[src/rtl/pc_sequencer.sv]
// Multicycle fetch/execute sequencer: decides when the PC advances, picks the
// next-PC source, gates imem/dmem requests and inserts bubbles after redirects.
module pc_sequencer #(
  parameter int REDIRECT_BUBBLES = 1,
  parameter int CNT_W            = 32
) (
  input  logic             CLK,
  input  logic             nRST,
  input  logic             ihit,
  input  logic             dhit,
  input  logic             halt,
  input  logic             is_load,
  input  logic             is_store,
  input  logic             is_jr,
  input  logic             is_jump,
  input  logic             is_branch,
  input  logic             branch_flag,
  output logic             pc_en,
  output logic [1:0]       pc_src,
  output logic             imemREN,
  output logic             dmemREN,
  output logic             dmemWEN,
  output logic             flush,
  output logic             halted,
  output logic [CNT_W-1:0] stall_count
);

  typedef enum logic [1:0] {
    FETCH    = 2'd0,
    MEMWAIT  = 2'd1,
    REDIRECT = 2'd2,
    HALTED   = 2'd3
  } state_t;

  localparam logic [2:0]       BUBBLES_C = REDIRECT_BUBBLES[2:0];
  localparam logic [CNT_W-1:0] CNT_MAX_C = {CNT_W{1'b1}};
  localparam logic [CNT_W-1:0] CNT_ONE_C = CNT_W'(1);

  state_t           state_r;
  state_t           next_state_s;
  logic [2:0]       bubble_r;
  logic [2:0]       bubble_next_s;
  logic [CNT_W-1:0] stall_r;
  logic             redirect_s;

  // State and bubble counter registers.
  always_ff @(posedge CLK or negedge nRST) begin
    if (!nRST) begin
      state_r  <= FETCH;
      bubble_r <= 3'd0;
    end else begin
      state_r  <= next_state_s;
      bubble_r <= bubble_next_s;
    end
  end

  // Next-state decode and all combinational outputs.
  always_comb begin
    next_state_s  = state_r;
    bubble_next_s = bubble_r;
    redirect_s    = 1'b0;
    pc_en         = 1'b0;
    pc_src        = 2'd0;
    imemREN       = 1'b0;
    dmemREN       = 1'b0;
    dmemWEN       = 1'b0;
    flush         = 1'b0;
    halted        = 1'b0;

    case (state_r)
      FETCH: begin
        imemREN = 1'b1;
        if (!ihit) begin
          next_state_s = FETCH;
        end else if (halt) begin
          next_state_s = HALTED;
        end else if (is_load || is_store) begin
          next_state_s = MEMWAIT;
        end else if (is_jr) begin
          pc_en      = 1'b1;
          pc_src     = 2'd1;
          redirect_s = 1'b1;
        end else if (is_jump) begin
          pc_en      = 1'b1;
          pc_src     = 2'd2;
          redirect_s = 1'b1;
        end else if (is_branch) begin
          pc_en      = 1'b1;
          pc_src     = 2'd3;
          redirect_s = branch_flag;
        end else begin
          pc_en  = 1'b1;
          pc_src = 2'd0;
        end

        // A zero bubble count keeps the core fetching straight from the new target.
        if (redirect_s && (REDIRECT_BUBBLES > 32'sd0)) begin
          next_state_s  = REDIRECT;
          bubble_next_s = BUBBLES_C;
        end else begin
          bubble_next_s = bubble_r;
        end
      end

      MEMWAIT: begin
        dmemREN = is_load;
        dmemWEN = is_store & ~is_load;
        if (dhit) begin
          pc_en        = 1'b1;
          pc_src       = 2'd0;
          next_state_s = FETCH;
        end else begin
          next_state_s = MEMWAIT;
        end
      end

      REDIRECT: begin
        flush = 1'b1;
        // Treat a count of 0 like 1 so a corrupted counter can never trap the core here.
        if (bubble_r <= 3'd1) begin
          bubble_next_s = 3'd0;
          next_state_s  = FETCH;
        end else begin
          bubble_next_s = bubble_r - 3'd1;
          next_state_s  = REDIRECT;
        end
      end

      HALTED: begin
        halted       = 1'b1;
        next_state_s = HALTED;
      end

      default: begin
        next_state_s  = FETCH;
        bubble_next_s = 3'd0;
      end
    endcase
  end

  // Saturating stall counter; frozen once halted.
  always_ff @(posedge CLK or negedge nRST) begin
    if (!nRST) begin
      stall_r <= {CNT_W{1'b0}};
    end else if ((state_r != HALTED) && !pc_en && (stall_r != CNT_MAX_C)) begin
      stall_r <= stall_r + CNT_ONE_C;
    end else begin
      stall_r <= stall_r;
    end
  end

  assign stall_count = stall_r;

  pc_sequencer_chk u_chk (
    .clk      (CLK),
    .rst_n    (nRST),
    .ihit     (ihit),
    .dhit     (dhit),
    .pc_en    (pc_en),
    .pc_src   (pc_src),
    .imem_ren (imemREN),
    .dmem_ren (dmemREN),
    .dmem_wen (dmemWEN),
    .flush    (flush),
    .halted   (halted)
  );

endmodule

// Protocol checker for the sequencer outputs.
module pc_sequencer_chk (
  input  logic       clk,
  input  logic       rst_n,
  input  logic       ihit,
  input  logic       dhit,
  input  logic       pc_en,
  input  logic [1:0] pc_src,
  input  logic       imem_ren,
  input  logic       dmem_ren,
  input  logic       dmem_wen,
  input  logic       flush,
  input  logic       halted
);

  // A dmem request may coincide with pc_en only on the cycle it completes.
  a_pc_en_excl: assert property (@(posedge clk) disable iff (!rst_n)
    pc_en |-> (!flush && !halted && (!(dmem_ren || dmem_wen) || dhit)));

  a_pc_src_idle: assert property (@(posedge clk) disable iff (!rst_n)
    !pc_en |-> (pc_src == 2'd0));

  // Each PC update consumes exactly one completed fetch or data access.
  a_pc_en_once: assert property (@(posedge clk) disable iff (!rst_n)
    pc_en |-> ((ihit && imem_ren) || (dhit && (dmem_ren || dmem_wen))));

endmodule
[config.mk]
export PLATFORM = sky130hd
export DESIGN_NAME = pc_sequencer
export DESIGN_NICKNAME = d
export VERILOG_FILES = /design/src/rtl/pc_sequencer.sv
export SDC_FILE = /design/constraint.sdc
export NUM_CORES = 1
export LEC_CHECK = 0
export CORE_ASPECT_RATIO = 0.5
export CORE_MARGIN = 4
export CORE_UTILIZATION = 51
export CTS_BUF_LIST = sky130_fd_sc_hd__clkbuf_4
export DETAILED_ROUTE_END_ITERATION = 10
export PLACE_DENSITY = 0.83
export SETUP_SLACK_MARGIN = 0.05
export SLEW_MARGIN = 25
export SYNTH_ARGS = -nofsm -noshare
export SYNTH_HDL_FRONTEND = slang
export SYNTH_SLANG_ARGS = --single-unit
[constraint.sdc]
create_clock -name CLK -period 2.38 [get_ports CLK]
set_clock_uncertainty 0.05 [all_clocks]
set_input_delay 0.714 -clock CLK [delete_from_list [all_inputs] [get_ports CLK]]
set_output_delay 0.714 -clock CLK [all_outputs]
set_load 0.05 [all_outputs]
==> summary.md <==
| Metric | Value |
|---|---|
| Total number of H-tree levels | `2` |
| Post-synthesis sequential element count | `37` |
| Final Slew Violations | `0` |
| CTS Root Cell | `clkbuf_4` |
| Required arrival time at the worst endpoint | `1.62 ns` |
| Maximum number of pins on one net before global-route repair | `38` |
| CTS max path bufs | `2` |
| Post-Synthesis Cells | `206` |
| Vertical die dimension | `52.4 µm` |
| Routed wire per std cell | `14.7 µm` |
| Kind of path behind the tightest hold check | `register to register` |
| Distinct cells, synth | `39` |
| Final total negative setup slack | `0 ns` |
| Async S/R FF share, synth | `1.00` |
| Slew at the pin closest to its max-slew limit | `0.500 ns` |
| Startpoint type of the worst setup path | `input pin` |
| Total CTS buffers | `5` |
| Category of the critical setup timing path | `input pin to output port` |
| Final min period | `2.30 ns` |
| Total via count after detailed routing | `1776` |
| Maximum resistive drop on vdd | `0.568 mV` |
| DRT Pass-1 Iters | `4` |
| Fraction of the yosys area taken by sequential cells | `0.461` |
| Leakage dissipation | `1.38 nW` |
| Post-Synth Simple-Gate Area | `0.308` |
| Seq. cell area | `928 µm²` |
| Avg Synthesized Cell Area | `9.75 µm²` |
| Period utilization | `0.966` |
| Initial core utilization | `0.557` |
| Final weighted congestion of routability-driven global placement | `0.802` |
| Area of the die | `0.00507 mm²` |
| Post-detailed-route DRC marker count | `0` |
| Largest family of logic cells by synthesized area | `simple AND/OR/NAND/NOR gates` |
| Post-synthesis to final-layout area growth | `36.6%` |
| Util after Layout | `0.761` |
| Count of routing violations after the opening detailed-route iteration | `94` |
| CP Max Fanout | `2` |
| Net count after synthesis | `219` |
| PortBufs | `50` |
| Proportion of synthesized area in mux cells | `0.0112` |
| Total half-perimeter wirelength after legalization and detailed placement | `3.72 mm` |
| PD cells | `922 mW/mm²` |
| Setup violation total in the final timing report | `0` |
| Core outline area | `0.00360 mm²` |
| Number of enable flip-flop cells after synthesis | `0` |
| Worst max-slew margin expressed relative to the limit | `0.666` |
| Synthesized-area fraction occupied by ao, oa, aoi and oai cells | `0.0498` |
| Grt ovf | `0` |
| Total of fill cells in the finished design | `270` |
| Die X | `96.7 µm` |
| Global router's overall resource usage | `0.211` |
| Clk pin slew, worst setup/hold paths | `0.10 ns` |
| Placed standard-cell area | `0.00269 mm²` |
| CTS tree | `yes` |
| Fraction of synthesized cell area in xor and xnor cells | `0.126` |
| Count of yosys warnings during synthesis | `0` |
| Detail Route Antenna Nets | `0` |
| Wire length of the first global-routing pass | `8.56 mm` |
| Run status | `completed` |
| CP Capture Type | `output port` |
| Final hold violation count | `0` |
| Detailed-route wire length | `4.83 mm` |
| Post-synthesis share of cell area spent on full adders, half adders and majority gates | `0.0125` |
| Nets | `289` |
| TritonCTS Sinks | `37` |
| Number of global-route vias before repair | `1858` |
| Fraction of final layout cells sized beyond drive strength 1 | `0.238` |
| Cell row count | `15` |
| Final design area excluding fillers | `0.00274 mm²` |
| Clock latency at the later pin of the worst-skew pair | `0.33 ns` |
| Combined area of the multi-input logic cells | `0.00106 mm²` |
| RSZ-0062 raised after global routing | `yes` |
| Total of hold buffers inserted after clock tree synthesis | `0` |
| Antenna violations before repair | `0` |
| Detail-routed via count per cell | `5.41` |
| Max-capacitance violation count | `0` |
| IO Count | `51` |
| Arrival time at the worst endpoint | `1.53 ns` |
| Top FF cell, synth | `dfrtp_1` |
| Count of antenna diodes in the layout | `0` |
| Mapped Area | `0.00201 mm²` |
| FMAX | `435 MHz` |
-- cell type report --
type                    count  area share
clock buffers               5      0.0137
flip-flops and latches     37       0.338
multi-input cells         159       0.388
repair buffers             68       0.226
clock inverters             3     0.00456
well taps                  51      0.0233
inverters                   5     0.00684
-- logic make-up after synthesis --
logic type	Yosys count
AO/OA/AOI/OAI	15
XOR/XNOR	29
adder cells (fa/ha/maj)	2
buffers and inverters	10
flip-flops	37
multiplexers	2
AND/OR/NAND/NOR	111
-- repair_timing --
item	CTS	global route
setup buffers	2	1
resized for setup	37	3
setup endpoints to repair	22	6
pin swaps	4	0
-- worst max-delay path, stage by stage --
cell             delay [ns]
clkdlybuf4s50_1        0.48
nand2_1                0.08
nand2_1                0.12
buf_12                 0.14
-- registers in the layout, summed over array words and instances, names as in the netlist --
signal / cells
stall_count: 32
bubble_r: 3
state_r: 2
-- cells in the mapped netlist, drive strengths merged, types with 4 or more instances --
| cell type | count | area share |
|---|---|---|
| inv | 5 | 0.0093 |
| xnor2 | 7 | 0.031 |
| buf | 4 | 0.019 |
| xor2 | 22 | 0.096 |
| nor3 | 15 | 0.037 |
| nand2 | 25 | 0.047 |
| nand4 | 14 | 0.054 |
| dfrtp | 37 | 0.46 |
| a21oi | 4 | 0.010 |
| nor2 | 22 | 0.042 |
| nand3 | 10 | 0.025 |
| nor4 | 9 | 0.043 |
-- cell usage in the layout (no fill, tap or decap), drive strengths merged, types with 5 or more instances in the layout --
cell         count
xnor2            7
nand4           14
nor4             9
inv              5
nor3            15
nor2            22
nand3           10
nand2           25
clkbuf           5
xor2            22
dfrtp           37
buf             43
dlygate4sd2     20
-- per-stage QoR --
| step | hold WS, ns | std cells | setup WS (ns) | total power [mW] |
|---|---|---|---|---|
| final | 0.450 | 328 | 0.0815 | 2.53 |
| after global routing | 0.487 | 328 | 0.0165 | 2.69 |
| after detailed placement | 0.435 | 317 | -0.348 | 2.23 |
| after CTS | 0.455 | 327 | 0.0569 | 2.53 |
| after global placement | 0.430 | 317 | -0.315 | 2.18 |
| after floorplan | 0.368 | 206 | 0.0350 | 1.73 |
-- where the power goes --
group,leakage [nW],internal (mW),switching (mW)
sequential,0.483,0.745,0.198
combinational,0.868,0.492,0.786
clock,0.0300,0.107,0.204
total,1.38,1.34,1.19
-- final timing paths --
kind / from / endpoint / slack [ns] / cells after the start
hold reg to reg: stall_count[23] / stall_count[23] / 0.45 / 1
setup / recovery: dhit / pc_en / 0.08 / 4
hold / removal: stall_count[23] / stall_count[23] / 0.45 / 1
max in group asynchronous: nRST / state_r[1] / 1.18 / 2
min in group asynchronous: nRST / stall_count[3] / 0.75 / 2
setup reg to reg: stall_count[24] / stall_count[1] / 0.32 / 5
-- per-layer routing --
metal / GRT usage / vias up / part of all wire / wire length [µm]
met5: 0 / - / 0 / 0
met2: 0.378 / 49 / 0.49 / 2370
met4: 0.0559 / 0 / 0.0062 / 30
met1: 0.259 / 855 / 0.45 / 2180
li1: - / 868 / - / -
met3: 0.0531 / 4 / 0.052 / 251
(Power assumes the default switching activity.)
